--- config.mk ---
export PLATFORM = sky130hd
export DESIGN_NAME = nx_stream_arbiter
export DESIGN_NICKNAME = d
export VERILOG_FILES = /design/src/rtl/nx_arb_pkg.sv /design/src/rtl/nx_arb_rr_pick.sv /design/src/rtl/nx_stream_arbiter.sv
export SDC_FILE = /design/constraint.sdc
export NUM_CORES = 1
export LEC_CHECK = 0
export CORE_MARGIN = 2
export CORE_UTILIZATION = 30
export DETAILED_ROUTE_END_ITERATION = 10
export PLACE_DENSITY = 0.67
export SYNTH_ARGS = -nofsm -noshare
export SYNTH_HDL_FRONTEND = slang
export SYNTH_SLANG_ARGS = --single-unit
--- constraint.sdc ---
create_clock -name clk_i -period 7.2 [get_ports clk_i]
set_input_delay 0.72 -clock clk_i [delete_from_list [all_inputs] [get_ports clk_i]]
set_output_delay 0.72 -clock clk_i [all_outputs]
set_load 0.05 [all_outputs]
--- src/rtl/nx_arb_pkg.sv ---
// Shared types for the node stream arbiter and its picker.
// Latency: n/a (types and constants only).
// Backpressure: n/a.
//
// Direction encoding is fixed: N=0, E=1, S=2, W=3. Any block that carries a
// direction tag should use nx_direction_t so the encoding stays consistent.
package nx_arb_pkg;

   localparam int NX_NUM_DIRS = 4;

   typedef enum logic [1:0] {
      NX_DIR_NORTH = 2'd0,
      NX_DIR_EAST  = 2'd1,
      NX_DIR_SOUTH = 2'd2,
      NX_DIR_WEST  = 2'd3
   } nx_direction_t;

endpackage

--- src/rtl/nx_arb_rr_pick.sv ---
// Combinational 4-way round-robin picker.
// Latency: 0 cycles (pure combinational).
// Backpressure: none; the caller decides whether the grant is consumed.
//
// Ports:
//   req   in  4  request vector, bit i = direction i
//   last  in  2  index of the most recently served direction
//   grant out 4  one-hot grant (all zero when no request)
//   idx   out 2  encoded index of the granted direction (0 when none)
//   any   out 1  at least one request present
//
// Search starts at last+1 and wraps, so the direction served last has the
// lowest priority. Kept free of state so the outbound distributor can reuse it.
module nx_rr_pick
   import nx_arb_pkg::*;
(
   input  logic [NX_NUM_DIRS-1:0] req,
   input  logic [1:0]             last,
   output logic [NX_NUM_DIRS-1:0] grant,
   output logic [1:0]             idx,
   output logic                   any
);

   logic [1:0] cand;
   logic       found;

   always_comb begin
      grant = '0;
      idx   = 2'd0;
      cand  = 2'd0;
      found = 1'b0;
      // i = 4 wraps cand back to last itself, giving it lowest priority.
      for (int i = 1; i <= NX_NUM_DIRS; i++) begin
         cand = last + 2'(i);
         if (!found && req[cand]) begin
            found       = 1'b1;
            grant[cand] = 1'b1;
            idx         = cand;
         end
      end
   end

   assign any = |req;

endmodule

--- src/rtl/nx_stream_arbiter.sv ---
// Round-robin merge of the four inbound node streams into one registered stream.
// Latency: 1 cycle from inbound handshake to arb_valid_o; 1 message/cycle peak.
// Backpressure: when the output slot is full and arb_ready_i=0, all inbound readies are 0.
//
// Ports:
//   clk_i, rst_i                    clock, asynchronous active-high reset
//   ib_<dir>_data_i/_valid_i        inbound message and valid, dir = north/east/south/west
//   ib_<dir>_ready_o                inbound ready (granted and slot can take a word)
//   arb_data_o, arb_dir_o           registered message and its source direction
//   arb_valid_o, arb_ready_i        output valid/ready
//   idle_o                          no inbound valid and output slot empty
//   stat_count_o                    per-direction accepted counts, N in LSB slice
//                                   (only when NX_ARB_STATS_EN is defined)
//
// Optional feature macro: NX_ARB_STATS_EN (saturating per-direction counters).
module nx_stream_arbiter
   import nx_arb_pkg::*;
#(
   parameter int STREAM_WIDTH = 32,
   parameter int NUM_DIRS     = 4,
   parameter int COUNT_WIDTH  = 16
)
(
   input  logic                    clk_i,
   input  logic                    rst_i,
   input  logic [STREAM_WIDTH-1:0] ib_north_data_i,
   input  logic                    ib_north_valid_i,
   output logic                    ib_north_ready_o,
   input  logic [STREAM_WIDTH-1:0] ib_east_data_i,
   input  logic                    ib_east_valid_i,
   output logic                    ib_east_ready_o,
   input  logic [STREAM_WIDTH-1:0] ib_south_data_i,
   input  logic                    ib_south_valid_i,
   output logic                    ib_south_ready_o,
   input  logic [STREAM_WIDTH-1:0] ib_west_data_i,
   input  logic                    ib_west_valid_i,
   output logic                    ib_west_ready_o,
   output logic [STREAM_WIDTH-1:0] arb_data_o,
   output nx_direction_t           arb_dir_o,
   output logic                    arb_valid_o,
   input  logic                    arb_ready_i,
   output logic                    idle_o
`ifdef NX_ARB_STATS_EN
   ,
   output logic [NUM_DIRS*COUNT_WIDTH-1:0] stat_count_o
`endif
);

   logic [NUM_DIRS-1:0]     req;
   logic [NUM_DIRS-1:0]     grant;
   logic [1:0]              grant_idx;
   logic                    any_req;
   logic [1:0]              last_q;
   logic                    slot_free;
   logic                    accept;
   logic [STREAM_WIDTH-1:0] sel_data;

   assign req = {ib_west_valid_i, ib_south_valid_i, ib_east_valid_i, ib_north_valid_i};

   nx_rr_pick u_pick (
      .req   (req),
      .last  (last_q),
      .grant (grant),
      .idx   (grant_idx),
      .any   (any_req)
   );

   // The slot can take a word when empty or when it drains this same cycle.
   assign slot_free = !arb_valid_o || arb_ready_i;

   // rst_i gates readies directly so they drop without waiting for an edge.
   assign ib_north_ready_o = grant[0] & slot_free & ~rst_i;
   assign ib_east_ready_o  = grant[1] & slot_free & ~rst_i;
   assign ib_south_ready_o = grant[2] & slot_free & ~rst_i;
   assign ib_west_ready_o  = grant[3] & slot_free & ~rst_i;

   // A grant only exists for a valid requester, so grant+slot_free is the handshake.
   assign accept = (|grant) && slot_free;

   always_comb begin
      sel_data = ib_north_data_i;
      case (grant_idx)
         2'd0:    sel_data = ib_north_data_i;
         2'd1:    sel_data = ib_east_data_i;
         2'd2:    sel_data = ib_south_data_i;
         default: sel_data = ib_west_data_i;
      endcase
   end

   always_ff @(posedge clk_i or posedge rst_i) begin
      if (rst_i) begin
         arb_valid_o <= 1'b0;
         arb_data_o  <= '0;
         arb_dir_o   <= NX_DIR_NORTH;
         last_q      <= 2'd3;   // W served "last" so N wins first after reset
      end else if (accept) begin
         arb_valid_o <= 1'b1;
         arb_data_o  <= sel_data;
         arb_dir_o   <= nx_direction_t'(grant_idx);
         last_q      <= grant_idx;
      end else if (arb_ready_i) begin
         // Drain with no refill; data/dir deliberately hold their last value.
         arb_valid_o <= 1'b0;
      end
   end

   assign idle_o = !arb_valid_o && !any_req;

`ifdef NX_ARB_STATS_EN
   logic [COUNT_WIDTH-1:0] stat_q [NUM_DIRS];

   always_ff @(posedge clk_i or posedge rst_i) begin
      if (rst_i) begin
         for (int d = 0; d < NUM_DIRS; d++) begin
            stat_q[d] <= '0;
         end
      end else begin
         for (int d = 0; d < NUM_DIRS; d++) begin
            // Saturate rather than wrap so a long run never reads as a small count.
            if (accept && grant[d] && (stat_q[d] != {COUNT_WIDTH{1'b1}})) begin
               stat_q[d] <= stat_q[d] + COUNT_WIDTH'(1);
            end
         end
      end
   end

   always_comb begin
      stat_count_o = '0;
      for (int d = 0; d < NUM_DIRS; d++) begin
         stat_count_o[d*COUNT_WIDTH +: COUNT_WIDTH] = stat_q[d];
      end
   end
`endif

endmodule

==> impl_metrics.env, run 1 <==
export IMPL_timing_hold_ws_ps=478.7
export IMPL_slowest_stage="dfstp_2"
export IMPL_cts_setup_buffers=0
export IMPL_fp_dieW_um=104.3
export IMPL_p_comb_share_pct=78.1
export IMPL_numCtsBuffers=5
export IMPL_num_rows=36
export IMPL_cp_max_fo=22
export IMPL_slowest_delay_ps=810
export IMPL_cts_hold_buf=0
export IMPL_status="finished, final reports clean"
export IMPL_start_util_pct=30.89
export IMPL_dpl_cell_area_mm2=0.004857
export IMPL_timing_setup_tns_ps=0
export IMPL_rsz0062_at_grt="no"
export IMPL_clkSlewWorstSetupHoldPaths_ps=80
export IMPL_vias=2928
export IMPL_fin_area_mm2=0.004937
export IMPL_cpLargestDelayFamily="buffers and inverters"
export IMPL_area_delta_synth_final_pct=63.53
export IMPL_syn_nets=464
export IMPL_p_int_mw=1.263
export IMPL_tritoncts="done"
export IMPL_p_leak_nw=2.149
export IMPL_use_met2_pct=30.25
export IMPL_synth_compound_area_share_pct=13.63
export IMPL_min_period_ps=4748
export IMPL_grt_usage_pct=16.50
export IMPL_required_ps=6480
export IMPL_dr_pass1_iters=4
export IMPL_routedWlPerCell_um=14.60
export IMPL_die_area_mm2=0.01088
export IMPL_slew_viol_final=0
export IMPL_slew_headroom_pct=26.36
export IMPL_p_clk_share_pct=5.6
export IMPL_portBuffers=174
export IMPL_drt_drc_violations_left=0
export IMPL_die_h_um=104.3
export IMPL_grt_use_met1_pct=19.61
export IMPL_grt_pass1_wl_um=14720
export IMPL_seqPwrFrac_pct=16.3
export IMPL_worst_path_buf_inv=2
export IMPL_synth_distinct_cells=38
export IMPL_final_layout_size_suffix_gt1_share_pct=11.20
export IMPL_worstMarginPinSlew_ps=1105
export IMPL_antenna_found_initial=0
export IMPL_crit_arrival_ps=4030
export IMPL_fin_nets=624
export IMPL_synthXorXnorAreaFrac_pct=0
export IMPL_fillers=964
export IMPL_syn_cell_area_mm2=0.003019
export IMPL_yosysWarnings=0
export IMPL_ant_nets=0
export IMPL_clockBufferDepth=2
export IMPL_synthSimpleGateAreaFrac_pct=10.40
export IMPL_cts_resized=0
export IMPL_finalHoldViolCount=0
export IMPL_drt_total_wl_um=8976
export IMPL_synthAdderAreaFrac_pct=3.315
export IMPL_synth_top_family_by_area="multiplexers"
export IMPL_first_global_vias=3041
export IMPL_maxCapViolations=0
export IMPL_seq_area_frac_synth_pct=30.75
export IMPL_switchingPower_mw=1.268
export IMPL_ys_dominant_reg_cell="dfrtp_1"
export IMPL_coreArea_mm2=0.009774
export IMPL_fmax_mhz=210.6
export IMPL_avgSynthCellArea_um2=9.405
export IMPL_grt_max_degree=41
export IMPL_cts_max_level=2
export IMPL_regArea_um2=928.4
export IMPL_synth_cells=321
export IMPL_met3_usage_pct=3.634
export IMPL_numClockSinks=37
export IMPL_muxShareOfSynthArea_pct=36.84
export IMPL_holdCritPathClass="reg -> reg"
export IMPL_synthArstFlopShare_pct=100.0
export IMPL_crit_type="reg -> out"
export IMPL_netSwitchingFraction_pct=50.10
export IMPL_final_cell_mix="174 x clkdlybuf4s50_1, 65 x mux2i_1, 45 x nand2_1, 35 x mux2_2, 35 x dfrtp_1"
export IMPL_antenna_cells=0
export IMPL_place_hpwl_um=7052
export IMPL_fin_skew_ps=6.745
export IMPL_cp_cell_sequence="inv_1, ha_1, mux4_2, nor2b_1, a22o_1, mux2_2, a21oi_1, nor2_1, clkdlybuf4s50_1"
export IMPL_grt_busiest_layer="met2"
export IMPL_drtIter0Drc=38
export IMPL_avgViaCountPerCell=4.761
export IMPL_final_common_cell="clkdlybuf4s50_1"
export IMPL_globalRouteOverflowTotal=0
export IMPL_place_congestion=0.8279
export IMPL_cts_root_buf="clkbuf_8"
export IMPL_synth_edf_count=0
export IMPL_start_kind="register"
export IMPL_ir_drop_v=0.0002009
export IMPL_powerDensity_mw_per_mm2=512.6
export IMPL_final_period_utilization_pct=65.95
export IMPL_end_kind="output port"
export IMPL_clk_latency_ps=290
export IMPL_synth_ff_latch_count=37
export IMPL_num_io_pins=175
export IMPL_setup_viol=0
export IMPL_multi_input_area_mm2=0.001953
## Yosys cell counts, types with 2 or more instances
cell	n	area, µm²
dfrtp_1	35	875.8
clkbuf_1	7	26.28
nand2_1	45	168.9
mux4_2	3	67.56
nand2b_1	2	12.51
nand3_1	3	15.01
a21oi_1	11	55.05
nor3_1	2	10.01
o21ai_1	7	35.03
ha_1	8	100.1
a211oi_1	2	15.01
mux2_2	35	394.1
nand3b_1	3	22.52
nor4b_1	2	17.52
inv_1	8	30.03
buf_2	17	85.08
dfstp_2	2	52.55
nor2_1	9	33.78
mux2i_1	65	650.6
nor4_1	2	12.51
a22o_1	3	26.28
o21a_1	2	15.01
o21ai_0	33	165.2
## logic make-up after synthesis
kind of cell               after synthesis
AOI/OAI and AO/OA                       68
buffers and inverters                   34
and+or+nand+nor                         71
adders and majority gates                8
DFF                                     37
muxes                                  103
## power groups by stage
stage                     sequential [mW]  clock, mW  combinational, mW
after global routing                0.429      0.158               2.14
after global placement              0.412          0               1.98
after detailed placement            0.417          0               2.00
final                               0.412      0.142               1.98
after floorplan                     0.723          0               1.19
after CTS                           0.414      0.151               2.01
## state kept, by name (all words and copies together) (netlist names)
name / cells
last_q: 2
arb_valid_o: 1
arb_data_o: 32
arb_dir_o: 2
## per-layer routing
layer	wire length (µm)	share of wire, %	up-vias
li1	-	-	1479
met1	3634	40	1363
met2	4799	53	78
met3	481	5.4	8
met4	61	0.68	0
met5	0	0	-
## worst reg2reg max path, delay by kind of cell, from the launching register on
kind	cells	cell delay, ps
and+or+nand+nor	1	230
muxes	3	750
AOI/OAI and AO/OA	3	1240
DFF	1	810
buffers and inverters	2	950
adders and majority gates	1	470
## path summary, 6_finish.rpt
path	start	to	slack, ps	depth (start not counted)
worst max-delay path	last_q[0]$_DFFE_PP1P_	ib_west_ready_o	2450	9
max in group asynchronous	rst_i	last_q[1]$_DFFE_PP1P_	5980	3
min in group asynchronous	rst_i	arb_data_o[30]$_DFFE_PP0P_	850	3
worst min register to register	arb_data_o[27]$_DFFE_PP0P_	arb_data_o[27]$_DFFE_PP0P_	480	2
worst max register to register	last_q[0]$_DFFE_PP1P_	arb_data_o[28]$_DFFE_PP0P_	2670	10
worst min-delay path	arb_data_o[27]$_DFFE_PP0P_	arb_data_o[27]$_DFFE_PP0P_	480	2
## through the flow
step                      util [%]  setup slack, ps  power (mW)  cells
after detailed placement     49.69             2643       2.419    607
final                        50.51             2452       2.531    615
after global routing         50.51             2240       2.730    615
after global placement       49.69             2803       2.392    607
after floorplan                  -             3569       1.917    321
after CTS                    50.51             2447       2.572    615
## cell type report
class,count,area share [%]
Multi-Input combinational cell,250,39.56
Timing Repair Buffer,179,36.04
Sequential cell,37,18.80
Tap cell,133,3.371
Clock buffer,8,1.622
Inverter,8,0.6082
No activity file was read; power rests on OpenSTA's default activity.
==> inputs of run 2 (changes only) <==
--- a/config.mk
+++ b/config.mk
@@ -8,7 +8,7 @@
 export CORE_MARGIN = 2
 export CORE_UTILIZATION = 30
 export DETAILED_ROUTE_END_ITERATION = 10
-export PLACE_DENSITY = 0.67
+export PLACE_DENSITY = 0.69
 export SYNTH_ARGS = -nofsm -noshare
 export SYNTH_HDL_FRONTEND = slang
 export SYNTH_SLANG_ARGS = --single-unit
==> constraint.sdc (replaced) <==
create_clock -name clk_i -period 4.2 [get_ports clk_i]
set_input_delay 0.42 -clock clk_i [delete_from_list [all_inputs] [get_ports clk_i]]
set_output_delay 0.42 -clock clk_i [all_outputs]
set_load 0.05 [all_outputs]
==> run 2 against run 1 <==
Net effect: routed wire length grew 2.1%; count of clock-buffer cells in the layout shrank 1; first-iteration DRC count grew to 2.8 times the previous value; die area is the same; utilization grew 0.81 points; non-clock buffer count grew 4; largest power group unchanged; sequential share of layout area shrank 0.30 points; worst setup slack lost 2200 ps; global-route usage grew 0.21 points.
==> impl_metrics.env, run 2 (synthesis results as in run 1) <==
export IMPL_status="finished, final reports clean"
export IMPL_cpLargestDelayFamily="multiplexers"
export IMPL_final_cell_mix="174 x clkdlybuf4s50_1, 65 x mux2i_1, 45 x nand2_1, 35 x mux2_2, 35 x dfrtp_1"
export IMPL_antenna_cells=0
export IMPL_fillers=953
export IMPL_grt_usage_pct=16.72
export IMPL_tritoncts="done"
export IMPL_globalRouteOverflowTotal=0
export IMPL_start_kind="register"
export IMPL_drtIter0Drc=107
export IMPL_fin_skew_ps=4.800
export IMPL_grt_pass1_wl_um=15020
export IMPL_required_ps=3780
export IMPL_die_h_um=104.3
export IMPL_timing_setup_tns_ps=0
export IMPL_numClockSinks=37
export IMPL_dr_pass1_iters=4
export IMPL_largest_registers="arb_data_o (32), arb_dir_o (2), last_q (2)"
export IMPL_start_util_pct=30.89
export IMPL_slew_viol_final=0
export IMPL_vias=2979
export IMPL_numCtsBuffers=5
export IMPL_cp_max_fo=9
export IMPL_routedWlPerCell_um=14.80
export IMPL_ant_nets=0
export IMPL_final_layout_size_suffix_gt1_share_pct=12.35
export IMPL_place_congestion=0.8745
export IMPL_crit_type="reg -> out"
export IMPL_worstMarginPinSlew_ps=676.7
export IMPL_min_period_ps=3988
export IMPL_cts_setup_buffers=0
export IMPL_fin_cells=619
export IMPL_die_area_mm2=0.01088
export IMPL_drt_drc_violations_left=0
export IMPL_num_io_pins=175
export IMPL_clockBufferDepth=2
export IMPL_largest_reg_flops=32
export IMPL_portBuffers=174
export IMPL_crit_arrival_ps=3570
export IMPL_final_period_utilization_pct=94.96
export IMPL_first_global_vias=3119
export IMPL_setup_viol=0
export IMPL_cp_cell_sequence="inv_1, ha_1, mux4_2, nor2b_1, a22o_1, mux2_2, a21oi_1, nor2_1, clkdlybuf4s50_1"
export IMPL_fp_dieW_um=104.3
export IMPL_drt_total_wl_um=9163
export IMPL_num_rows=36
export IMPL_cts_max_level=2
export IMPL_area_delta_synth_final_pct=66.14
export IMPL_end_kind="output port"
export IMPL_clk_latency_ps=290
export IMPL_largest_register="arb_data_o"
export IMPL_cts_root_buf="clkbuf_8"
export IMPL_p_leak_nw=2.195
export IMPL_clkSlewWorstSetupHoldPaths_ps=70
export IMPL_slowest_delay_ps=700
export IMPL_ir_drop_v=0.0005858
export IMPL_fmax_mhz=250.7
export IMPL_cts_resized=0
export IMPL_grt_max_degree=72
export IMPL_worst_path_buf_inv=2
export IMPL_place_hpwl_um=7288
export IMPL_slew_headroom_pct=54.89
export IMPL_rsz0062_at_grt="no"
export IMPL_slowest_stage="clkdlybuf4s50_1"
export IMPL_antenna_found_initial=0
export IMPL_powerDensity_mw_per_mm2=895.4
export IMPL_finalHoldViolCount=0
export IMPL_final_common_cell="clkdlybuf4s50_1"
export IMPL_cts_hold_buf=0
export IMPL_maxCapViolations=0
export IMPL_place_inst=611
export IMPL_coreArea_mm2=0.009774
export IMPL_avgViaCountPerCell=4.813
export IMPL_holdCritPathClass="reg -> reg"
export IMPL_fin_nets=628
-- run 2: final cells by class --
cell class	count	area (µm²)	area share [%]
sequential	37	928.4	18.51
timing repair buffer	183	1822	36.32
clock inverter	1	30.03	0.5987
multi-input combinational	250	1953	38.94
tap	133	166.4	3.318
clock buffer	7	86.33	1.721
inverter	8	30.03	0.5987
-- run 2: per-layer routing --
| layer | GRT usage, % | up-vias | part of all wire, % |
|---|---|---|---|
| met1 | 18.73 | 1377 | 39 |
| met4 | 4.054 | 0 | 1.5 |
| li1 | - | 1483 | - |
| met2 | 31.23 | 104 | 53 |
| met3 | 4.386 | 15 | 6.3 |
| met5 | 0 | - | 0 |
-- run 2: tightest hold or removal path: cells and delay by family (launching register included) --
kind / cells / cell delay (ps)
compound gates: 1 / 60
flops: 1 / 340
simple gates: 1 / 40
-- run 2: stage by stage --
stage	util, %	area [µm²]	setup slack, ps	power, mW	hold WS, ps
floorplan	-	3019	837.6	3.287	602.0
global placement	50.13	4900	596.5	4.167	462.2
detailed placement	50.13	4900	526.5	4.211	469.7
CTS	51.32	5016	200.5	4.550	487.9
global route	51.32	5016	29.23	4.841	512.7
finish	51.32	5016	211.7	4.491	478.3
-- run 2: power by group --
| part | leakage [nW] | internal [mW] | switching, mW |
|---|---|---|---|
| sequential | 0.445 | 0.565 | 0.0910 |
| clock | 0.0585 | 0.194 | 0.124 |
| combinational | 1.69 | 1.53 | 1.99 |
| total | 2.20 | 2.29 | 2.21 |
-- run 2: worst paths after layout --
path                            slack (ps)                       start  cells after the start                          to
worst min-delay path                   480  arb_data_o[10]$_DFFE_PP0P_                      2  arb_data_o[10]$_DFFE_PP0P_
worst min register to register         480  arb_data_o[10]$_DFFE_PP0P_                      2  arb_data_o[10]$_DFFE_PP0P_
min in group asynchronous              650                       rst_i                      3    arb_dir_o[1]$_DFFE_PP0P_
worst max-delay path                   210       last_q[1]$_DFFE_PP1P_                      9             ib_west_ready_o
max in group asynchronous             3200                       rst_i                      3       last_q[1]$_DFFE_PP1P_
worst max register to register         800       last_q[1]$_DFFE_PP1P_                      9  arb_data_o[19]$_DFFE_PP0P_
==> inputs of run 3 (changes only) <==
--- a/config.mk
+++ b/config.mk
@@ -5,6 +5,7 @@
 export SDC_FILE = /design/constraint.sdc
 export NUM_CORES = 1
 export LEC_CHECK = 0
+export ABC_CLOCK_PERIOD_IN_PS = 4200
 export CORE_MARGIN = 2
 export CORE_UTILIZATION = 30
 export DETAILED_ROUTE_END_ITERATION = 10
==> results of run 3 <==
The final DEF is identical to that of run 2; final timing and power are the same.
